### src/rtl/core_pkg.sv
// core_pkg: shared FSM state encoding, branch funct3 codes and reset PC default.
package core_pkg;
    typedef logic [1:0] state_t;
    localparam state_t S_FETCH = 2'd0;
    localparam state_t S_EXEC  = 2'd1;
    localparam state_t S_TRAP  = 2'd2;
    localparam logic [2:0] F3_BEQ  = 3'b000;
    localparam logic [2:0] F3_BNE  = 3'b001;
    localparam logic [2:0] F3_BLT  = 3'b100;
    localparam logic [2:0] F3_BGE  = 3'b101;
    localparam logic [2:0] F3_BLTU = 3'b110;
    localparam logic [2:0] F3_BGEU = 3'b111;
    localparam logic [31:0] RESET_PC_DEF = 32'h0000_0000;
endpackage

### src/rtl/branch_pc_ctrl_if.sv
// branch_pc_ctrl_if: decode/comparator/IMEM signals of the PC controller.
interface branch_pc_ctrl_if #(parameter int CNT_W = 32);
    logic             i_instr_vld;
    logic             i_is_br;
    logic             i_is_jal;
    logic             i_is_jalr;
    logic [2:0]       i_funct3;
    logic             i_br_less;
    logic             i_br_equal;
    logic             o_br_un;
    logic [31:0]      i_imm;
    logic [31:0]      i_rs1_data;
    logic [31:0]      o_pc;
    logic [31:0]      o_pc_four;
    logic             o_fetch_req;
    logic             i_fetch_ack;
    logic             o_redirect;
    logic             o_misalign;
    logic             i_trap_clr;
    logic [CNT_W-1:0] o_br_taken_cnt;
    modport slave (
        input  i_instr_vld, i_is_br, i_is_jal, i_is_jalr, i_funct3, i_br_less, i_br_equal,
               i_imm, i_rs1_data, i_fetch_ack, i_trap_clr,
        output o_br_un, o_pc, o_pc_four, o_fetch_req, o_redirect, o_misalign, o_br_taken_cnt
    );
    modport master (
        output i_instr_vld, i_is_br, i_is_jal, i_is_jalr, i_funct3, i_br_less, i_br_equal,
               i_imm, i_rs1_data, i_fetch_ack, i_trap_clr,
        input  o_br_un, o_pc, o_pc_four, o_fetch_req, o_redirect, o_misalign, o_br_taken_cnt
    );
endinterface

### src/rtl/br_decide.sv
// br_decide: conditional-branch outcome from funct3 and comparator flags.
module br_decide
    import core_pkg::*;
(
    input  logic [2:0] i_funct3,
    input  logic       i_less,
    input  logic       i_equal,
    output logic       o_taken
);
    // funct3[0] inverts the base condition; 010/011 are not branches
    assign o_taken = i_funct3[2] ? (i_less ^ i_funct3[0])
                   : (!i_funct3[1] && (i_equal ^ i_funct3[0]));
endmodule

### src/rtl/branch_pc_ctrl.sv
// branch_pc_ctrl: PC register, fetch handshake FSM and branch/jump resolution.
module branch_pc_ctrl
    import core_pkg::*;
#(
    parameter logic [31:0] RESET_PC = RESET_PC_DEF,
    parameter int          CNT_W    = 32
) (
    input  logic i_clk,
    input  logic i_reset,
    branch_pc_ctrl_if.slave bus
);
    state_t           r_state;
    logic [31:0]      r_pc;
    logic             r_redirect;
    logic             r_misalign;
    logic [CNT_W-1:0] r_cnt;
    logic             w_cond;
    logic             w_br_taken;
    logic             w_xfer;
    logic [31:0]      w_target;
    logic [31:0]      w_next_pc;
    br_decide u_br_decide (
        .i_funct3 (bus.i_funct3),
        .i_less   (bus.i_br_less),
        .i_equal  (bus.i_br_equal),
        .o_taken  (w_cond)
    );
    // jumps outrank the branch flag, so only a pure branch is counted
    assign w_br_taken = bus.i_is_br && !bus.i_is_jal && !bus.i_is_jalr && w_cond;
    assign w_xfer     = bus.i_is_jal || bus.i_is_jalr || w_br_taken;
    assign w_target   = bus.i_is_jalr ? ((bus.i_rs1_data + bus.i_imm) & ~32'h1) : (r_pc + bus.i_imm);
    assign w_next_pc  = w_xfer ? w_target : r_pc + 32'd4;
    always_ff @(posedge i_clk or posedge i_reset) begin
        if (i_reset) begin
            r_state    <= S_FETCH;
            r_pc       <= RESET_PC;
            r_redirect <= 1'b0;
            r_misalign <= 1'b0;
            r_cnt      <= '0;
        end else begin
            r_redirect <= 1'b0;
            if (r_state == S_FETCH) begin
                if (bus.i_fetch_ack) r_state <= S_EXEC;
            end else if (r_state == S_EXEC) begin
                if (bus.i_instr_vld && w_xfer && w_target[1]) begin
                    r_misalign <= 1'b1;
                    r_state    <= S_TRAP;
                end else if (bus.i_instr_vld) begin
                    r_pc       <= w_next_pc;
                    r_redirect <= w_xfer;
                    r_state    <= S_FETCH;
                    if (w_br_taken && !(&r_cnt)) r_cnt <= r_cnt + 1'b1;
                end
            end else if (bus.i_trap_clr) begin
                r_pc       <= RESET_PC;
                r_misalign <= 1'b0;
                r_state    <= S_FETCH;
            end
        end
    end
    assign bus.o_br_un        = bus.i_funct3[1];
    assign bus.o_pc           = r_pc;
    assign bus.o_pc_four      = r_pc + 32'd4;
    assign bus.o_fetch_req    = (r_state == S_FETCH);
    assign bus.o_redirect     = r_redirect;
    assign bus.o_misalign     = r_misalign;
    assign bus.o_br_taken_cnt = r_cnt;
endmodule

### src/flat_wrapper.sv
// flat-port wrapper written by rule: the top's interface ports become plain ports
module branch_pc_ctrl_flat import core_pkg::*;
#(
    parameter logic [31:0] RESET_PC = RESET_PC_DEF,
    parameter int          CNT_W    = 32
)
  (i_clk, i_reset, bus_i_instr_vld, bus_i_is_br, bus_i_is_jal, bus_i_is_jalr, bus_i_funct3, bus_i_br_less, bus_i_br_equal, bus_i_imm, bus_i_rs1_data, bus_i_fetch_ack, bus_i_trap_clr, bus_o_br_un, bus_o_pc, bus_o_pc_four, bus_o_fetch_req, bus_o_redirect, bus_o_misalign, bus_o_br_taken_cnt);
  branch_pc_ctrl_if #(.CNT_W(CNT_W)) bus_i ();
  input  logic i_clk;
  input  logic i_reset;
  input wire logic [$bits(bus_i.i_instr_vld)-1:0] bus_i_instr_vld;
  input wire logic [$bits(bus_i.i_is_br)-1:0] bus_i_is_br;
  input wire logic [$bits(bus_i.i_is_jal)-1:0] bus_i_is_jal;
  input wire logic [$bits(bus_i.i_is_jalr)-1:0] bus_i_is_jalr;
  input wire logic [$bits(bus_i.i_funct3)-1:0] bus_i_funct3;
  input wire logic [$bits(bus_i.i_br_less)-1:0] bus_i_br_less;
  input wire logic [$bits(bus_i.i_br_equal)-1:0] bus_i_br_equal;
  input wire logic [$bits(bus_i.i_imm)-1:0] bus_i_imm;
  input wire logic [$bits(bus_i.i_rs1_data)-1:0] bus_i_rs1_data;
  input wire logic [$bits(bus_i.i_fetch_ack)-1:0] bus_i_fetch_ack;
  input wire logic [$bits(bus_i.i_trap_clr)-1:0] bus_i_trap_clr;
  output wire logic [$bits(bus_i.o_br_un)-1:0] bus_o_br_un;
  output wire logic [$bits(bus_i.o_pc)-1:0] bus_o_pc;
  output wire logic [$bits(bus_i.o_pc_four)-1:0] bus_o_pc_four;
  output wire logic [$bits(bus_i.o_fetch_req)-1:0] bus_o_fetch_req;
  output wire logic [$bits(bus_i.o_redirect)-1:0] bus_o_redirect;
  output wire logic [$bits(bus_i.o_misalign)-1:0] bus_o_misalign;
  output wire logic [$bits(bus_i.o_br_taken_cnt)-1:0] bus_o_br_taken_cnt;
  assign bus_i.i_instr_vld = bus_i_instr_vld;
  assign bus_i.i_is_br = bus_i_is_br;
  assign bus_i.i_is_jal = bus_i_is_jal;
  assign bus_i.i_is_jalr = bus_i_is_jalr;
  assign bus_i.i_funct3 = bus_i_funct3;
  assign bus_i.i_br_less = bus_i_br_less;
  assign bus_i.i_br_equal = bus_i_br_equal;
  assign bus_i.i_imm = bus_i_imm;
  assign bus_i.i_rs1_data = bus_i_rs1_data;
  assign bus_i.i_fetch_ack = bus_i_fetch_ack;
  assign bus_i.i_trap_clr = bus_i_trap_clr;
  assign bus_o_br_un = bus_i.o_br_un;
  assign bus_o_pc = bus_i.o_pc;
  assign bus_o_pc_four = bus_i.o_pc_four;
  assign bus_o_fetch_req = bus_i.o_fetch_req;
  assign bus_o_redirect = bus_i.o_redirect;
  assign bus_o_misalign = bus_i.o_misalign;
  assign bus_o_br_taken_cnt = bus_i.o_br_taken_cnt;
  branch_pc_ctrl #(.RESET_PC(RESET_PC), .CNT_W(CNT_W)) u_core (.i_clk(i_clk), .i_reset(i_reset), .bus(bus_i));
endmodule
### config.mk
export PLATFORM = sky130hd
export DESIGN_NAME = branch_pc_ctrl_flat
export DESIGN_NICKNAME = d
export VERILOG_FILES = /design/src/rtl/core_pkg.sv /design/src/rtl/branch_pc_ctrl_if.sv /design/src/rtl/br_decide.sv /design/src/rtl/branch_pc_ctrl.sv /design/src/flat_wrapper.sv
export SDC_FILE = /design/constraint.sdc
export NUM_CORES = 1
export LEC_CHECK = 0
export BUFFER_PORTS_ARGS = -buffer_cell sky130_fd_sc_hd__buf_2
export CORE_MARGIN = 5
export CORE_UTILIZATION = 56
export CTS_CLUSTER_SIZE = 16
export DETAILED_ROUTE_END_ITERATION = 7
export PLACE_DENSITY = 0.79
export SLEW_MARGIN = 20
export SYNTH_ARGS = -nofsm -noshare
export SYNTH_HDL_FRONTEND = slang
export SYNTH_SLANG_ARGS = --single-unit
### constraint.sdc
create_clock -name i_clk -period 3.5 [get_ports i_clk]
set_input_delay 0.7 -clock i_clk [delete_from_list [all_inputs] [get_ports i_clk]]
set_output_delay 0.7 -clock i_clk [all_outputs]
set_load 0.005 [all_outputs]
# Yosys cells after proc, flatten, opt, wreduce, memory -nomap -nowiden

Cells that the tools add are included.

Add/sub/neg operators: 4
Equal/unequal tests: 6
Multiplexer cells: 20
Bitwise logic cells: 4
Reductions and logical operators: 21

Operators with widths:

| operator                                                        | number |
|---|---|
| 32-bit 2-to-1 mux                                               | 6 |
| 32-bit adder                                                    | 2 |
| 32-bit by 1-bit adder with 32-bit output, second input constant | 1 |
| 32-bit by 3-bit adder with 32-bit output, second input constant | 1 |
| 32-bit AND reduction                                            | 1 |
| 2-bit 2-to-1 mux                                                | 6 |
| 1-bit 2-to-1 mux                                                | 8 |
| 2-bit inequality test, second input constant                    | 4 |
| 1-bit logical AND                                               | 7 |
| 3-bit AND reduction                                             | 2 |
| 5-bit AND reduction                                             | 1 |
| 1-bit logical NOT                                               | 4 |
| 4-bit inequality test, second input constant                    | 1 |
| 4-bit AND reduction                                             | 1 |
| 3-bit nonzero test                                              | 1 |
| 2-bit by 1-bit == test with 1-bit output, second input constant | 1 |
| 2-bit logical NOT                                               | 1 |
| 1-bit logical OR                                                | 2 |
| 1-bit NOT                                                       | 2 |
| 2-bit nonzero test                                              | 1 |
| 1-bit XOR                                                       | 2 |

Register bits after elaboration: 68
Input port bits: 77
Output and inout port bits: 100
Logic and storage cells: 60

# Logic depth before layout (Yosys ltp)

Depth in word-level cells: 10
Depth in mapped cells: 13
Mapped depth without buffers: 13

# Cells and area by module

From an unflattened synthesis, not the netlist that was laid out.

Cells, all modules: 892
Area, all modules: 7,146.9 um2

By module, submodules not included:

| module         | instances | cells an instance | area an instance (um2) | sequential area each (um2) |
|---|---|---|---|---|
| branch_pc_ctrl | 1         | 887               | 7,110.6                | 1,701.6 |
| br_decide      | 1         | 5                 | 36.3                   | 0.0 |

# Worst setup path after synthesis

No wires, ideal clock.

Path kind: in2reg
Start: input port bus_i_imm[0]
End: register u_core.r_pc[26] (netlist: u_core.bus.o_pc[26])
Library setup time: 95 ps
Data arrival time: 2,792 ps
Required time: 3,405 ps
Slack: 612 ps
Stages on the path: 13
Path buffers: 0
Cell sequence: ha_1 inv_1 fa_1 nor2b_1 o31ai_2 a21oi_2 a2bb2oi_2 a221oi_2 nand2b_1 o211ai_1 o21a_1 a21oi_1 o31ai_1

Word-level cells in the longest chain between the ends: 6
Elaborated cells between the ends (all ways): 10
Classes of those cells: add/sub (2); eq/ne (1); mux (5); reduce/logical (2)

RTL lines:

| element              | RTL line             | source |
|---|---|---|
| from (decl)          | flat_wrapper.sv:18   | `input wire logic [$bits(bus_i.i_imm)-1:0] bus_i_imm;` |
| 32-bit adder         | branch_pc_ctrl.sv:31 | `assign w_target = bus.i_is_jalr ? ((bus.i_rs1_data + bus.i_imm) & ~32'h1) : (r_pc + bus.i_imm);` |
| 32-bit 2-to-1 mux *  | branch_pc_ctrl.sv:31 |  |
| 32-bit 2-to-1 mux    | branch_pc_ctrl.sv:32 | `assign w_next_pc = w_xfer ? w_target : r_pc + 32'd4;` |
| 32-bit 2-to-1 mux    | branch_pc_ctrl.sv:48 | `end else if (bus.i_instr_vld) begin` |
| 32-bit 2-to-1 mux    | branch_pc_ctrl.sv:45 | `if (bus.i_instr_vld && w_xfer && w_target[1]) begin` |
| 32-bit 2-to-1 mux    | branch_pc_ctrl.sv:44 | `end else if (r_state == S_EXEC) begin` |
| to (signal assigned) | branch_pc_ctrl.sv:49 | `r_pc <= w_next_pc;` |
| to (decl)            | branch_pc_ctrl.sv:13 | `logic [31:0] r_pc;` |

Mark *: on every way between the ends. The rest lies on a longest branch, timed or not. The select of a mux whose other input is x is not followed.
A chain may end at the register's enable or synchronous reset.

# Worst setup path in the final report

Start: register u_core.r_pc[2] (netlist: u_core.bus.o_pc[2])
End: output port bus_o_pc_four[18]

Word-level cells in the longest chain between the ends: 1

RTL lines:

| element                                  | RTL line             | source |
|---|---|---|
| 32-bit by 3-bit adder with 32-bit output | branch_pc_ctrl.sv:63 | `assign bus.o_pc_four = r_pc + 32'd4;` |
| to (decl)                                | flat_wrapper.sv:24   | `output wire logic [$bits(bus_i.o_pc_four)-1:0] bus_o_pc_four;` |

Every way passes these cells.

==> out/summary.txt <==
Post-Layout Cell Count -> 1261
Tot GR Track Use -> 28.34%
Measured slew at the worst slew-check pin -> 699.3 ps
Post-DR wirelength/cell -> 18.26 µm
Fmax -> 296.1 MHz
Syn Inst Count -> 904
Max-cap viol count -> 0
Hold_buf cts -> 0
Gpl congestion -> 0.9977
Global route overflow -> 0
Worst EP required -> 2800 ps
Max Buffers Root-to-Sink -> 2
Critical path capture point type -> output port
Run status -> completed
Die W -> 124.3 µm
Crit Path Class -> register to output port
Hold Vio Cnt, Final -> 0
Die ar. -> 15440 µm²
P_leak -> 4.363 nW
Detail Placement HPWL -> 18.24 mm
Synth Register Bits -> 68
Final critical-path required period -> 3377 ps
Slew margin rel. -> 53.21%
Routed Antenna Nets -> 0
# Post-CTS Setup Buffers -> 0
Hold slack -> 387.9 ps
Cts bufs inserted -> 9
Buffers on Ports -> 176
Synth-to-layout area growth -> 19.95%
Worst path cell trace -> ha_1, nand3_2, nor4_4, and3_1, and3_1, nand2_1, xnor2_1, buf_2
I/O Pins -> 177
Post-synth EDFFs -> 0
Global-route wire length before repair -> 36.67 mm
Synth Warn # -> 0
Largest net degree at the start of global routing -> 29
Clk_skew -> 9.714 ps
Worst path slowest cell -> dfrtp_1
Register area share after synthesis -> 23.27%
Via density -> 6.067
Setup WS pre-CTS -> 174.9 ps
Final count of pins violating max slew -> 0
Iteration count of the initial detailed-routing pass -> 5
Max H-tree Level -> 3
Commonest non-fill, non-tap cell in the layout -> buf_2
Asr flop ratio synth -> 100.0%
Final antenna diode count -> 0
Vias in the first global route -> 7163
Synth unique cells -> 79
CTS sink cnt -> 68
Rows -> 41
Ratio of cells with drive above 1 in the final layout -> 24.06%
Setup violators final -> 0
Syn Area/Cell -> 8.090 µm²
Worst setup SP type -> register
Period utilisation layout -> 96.48%
Worst Path Arrival -> 2680 ps
Top delay family on crit path -> simple AND/OR/NAND/NOR gates
Starting Density -> 57.48%
Initial antenna violation count -> 0
Buffer and inverter count on the worst path -> 1
Hold WC Path Type -> primary input to async pin
Root Buffer -> clkbuf_16
Post-Syn Nets -> 1046
Ys flop type -> dfrtp_1
Chip height -> 124.3 µm
Placed Instances -> 1246
WL final -> 23.02 mm
Most used cell, CP -> and3_1
Max stage delay on crit path -> 460 ps
Nets -> 1227
Power Density -> 638.2 nW/µm²
DR iter-0 viols -> 584
Clk_lat worst skew -> 340 ps
Crit Path Max Fanout -> 6
Clock Pin Slew Worst Setup and Hold Paths -> 50 ps
Final worst setup slack -> 123.3 ps
Most frequent cells in the layout -> 176 x buf_2, 86 x a21oi_1, 84 x nand2_1, 76 x nor2_1, 68 x dfrtp_1
DR vias -> 7651
Core region area -> 12720 µm²
Design Power -> 0.005598 W
# DRC -> 0
Post-CTS Resized -> 0
Max VDD drop -> 317.5 µV
Post-Syn Area -> 7313 µm²
CTS tree -> done
[sequential cells by signal, summed over array words and instances, names as in the netlist]
signal,count
u_core.bus.o_br_taken_cnt,32
u_core.bus.o_misalign,1
u_core.bus.o_pc,32
u_core.bus.o_redirect,1
u_core.r_state,2
[power breakdown]
part / switching [W] / leakage (nW) / internal, W / total (W)
logic: 0.00185 / 3.30 / 0.00143 / 0.00328
registers: 0.000369 / 0.912 / 0.000978 / 0.00135
clock network: 0.000358 / 0.148 / 0.000618 / 0.000976
[area by class of cell]
cell class / instances / area, µm²
Multi-Input combinational cell: 776 / 5386
Fill cell: 1132 / 3950
Sequential cell: 68 / 1702
Timing Repair Buffer: 197 / 1039
Clock buffer: 10 / 229.0
Tap cell: 172 / 215.2
Inverter: 33 / 123.9
Clock inverter: 5 / 77.57
[stage by stage]
step           util (%)  cell area [µm²]  setup TNS [ps]
5_1_grt           68.95             8772          -23.06
2_1_floorplan         -             7313               0
3_5_place_dp      66.43             8452               0
3_3_place_gp      66.43             8452               0
6_report          68.95             8772               0
4_1_cts           68.84             8758               0
[cells in the mapped netlist, types with 6 or more instances]
master    number  area share [%]
o21ai_1        9            0.62
nor3_1        11            0.75
o221ai_1       7            0.84
nand4_1       19             1.6
and3_1        19             1.6
a22o_1         7            0.84
o31ai_1        6            0.62
o21bai_1       7            0.72
ha_1          63              11
a21o_1        27             2.8
a211oi_1      13             1.3
inv_1         33             1.7
buf_2          6            0.41
o22ai_1        7            0.60
nor2b_1        8            0.68
a21oi_1       87             6.0
nand2_1       84             4.3
o21ai_0       48             3.3
dfrtp_1       68              23
nand3_1       32             2.2
and2_1         8            0.68
a31oi_1        9            0.77
clkbuf_1      17            0.87
nand2b_1      12             1.0
and4_1         8            0.96
xor2_1        50             6.0
nor2_1        76             3.9
xnor2_1       63             7.5
o211ai_1       7            0.72
[path summary, 6_finish.rpt]
check / endpoint / slack, ps / start / cells after the start
worst max-delay path: bus_o_pc_four[18] / 120 / u_core.bus.o_pc[2]$_DFFE_PP0P_ / 8
worst min-delay path: u_core.bus.o_br_taken_cnt[17]$_DFFE_PP0P_ / 390 / i_reset / 2
worst max register to register: u_core.bus.o_pc[24]$_DFFE_PP0P_ / 450 / u_core.bus.o_pc[5]$_DFFE_PP0P_ / 10
worst min register to register: u_core.bus.o_br_taken_cnt[27]$_DFFE_PP0P_ / 490 / u_core.bus.o_br_taken_cnt[27]$_DFFE_PP0P_ / 1
max in group asynchronous: u_core.bus.o_br_taken_cnt[23]$_DFFE_PP0P_ / 2390 / i_reset / 3
min in group i_clk: u_core.bus.o_br_taken_cnt[27]$_DFFE_PP0P_ / 490 / u_core.bus.o_br_taken_cnt[27]$_DFFE_PP0P_ / 1
[kinds of logic (layout without fill, tap and decap cells)]
group	after synthesis	count (layout)	synth area share (%)
muxes	4	4	0.6330
adders and majority gates	65	65	11.33
and+or+nand+nor	307	307	21.49
DFF	68	68	23.27
buffers and inverters	60	245	3.388
xor gates and xnor gates	113	113	13.53
AOI/OAI and AO/OA	287	287	26.36
[layer usage]
metal  global-route usage (%)  up-vias  wire length, µm
met5                        0        -                0
met4                    8.511        0              413
met3                    5.232       38             2037
li1                         -     3669                -
met2                    45.17      391            10550
met1                    39.20     3553            10020
(Power assumes the default switching activity.)
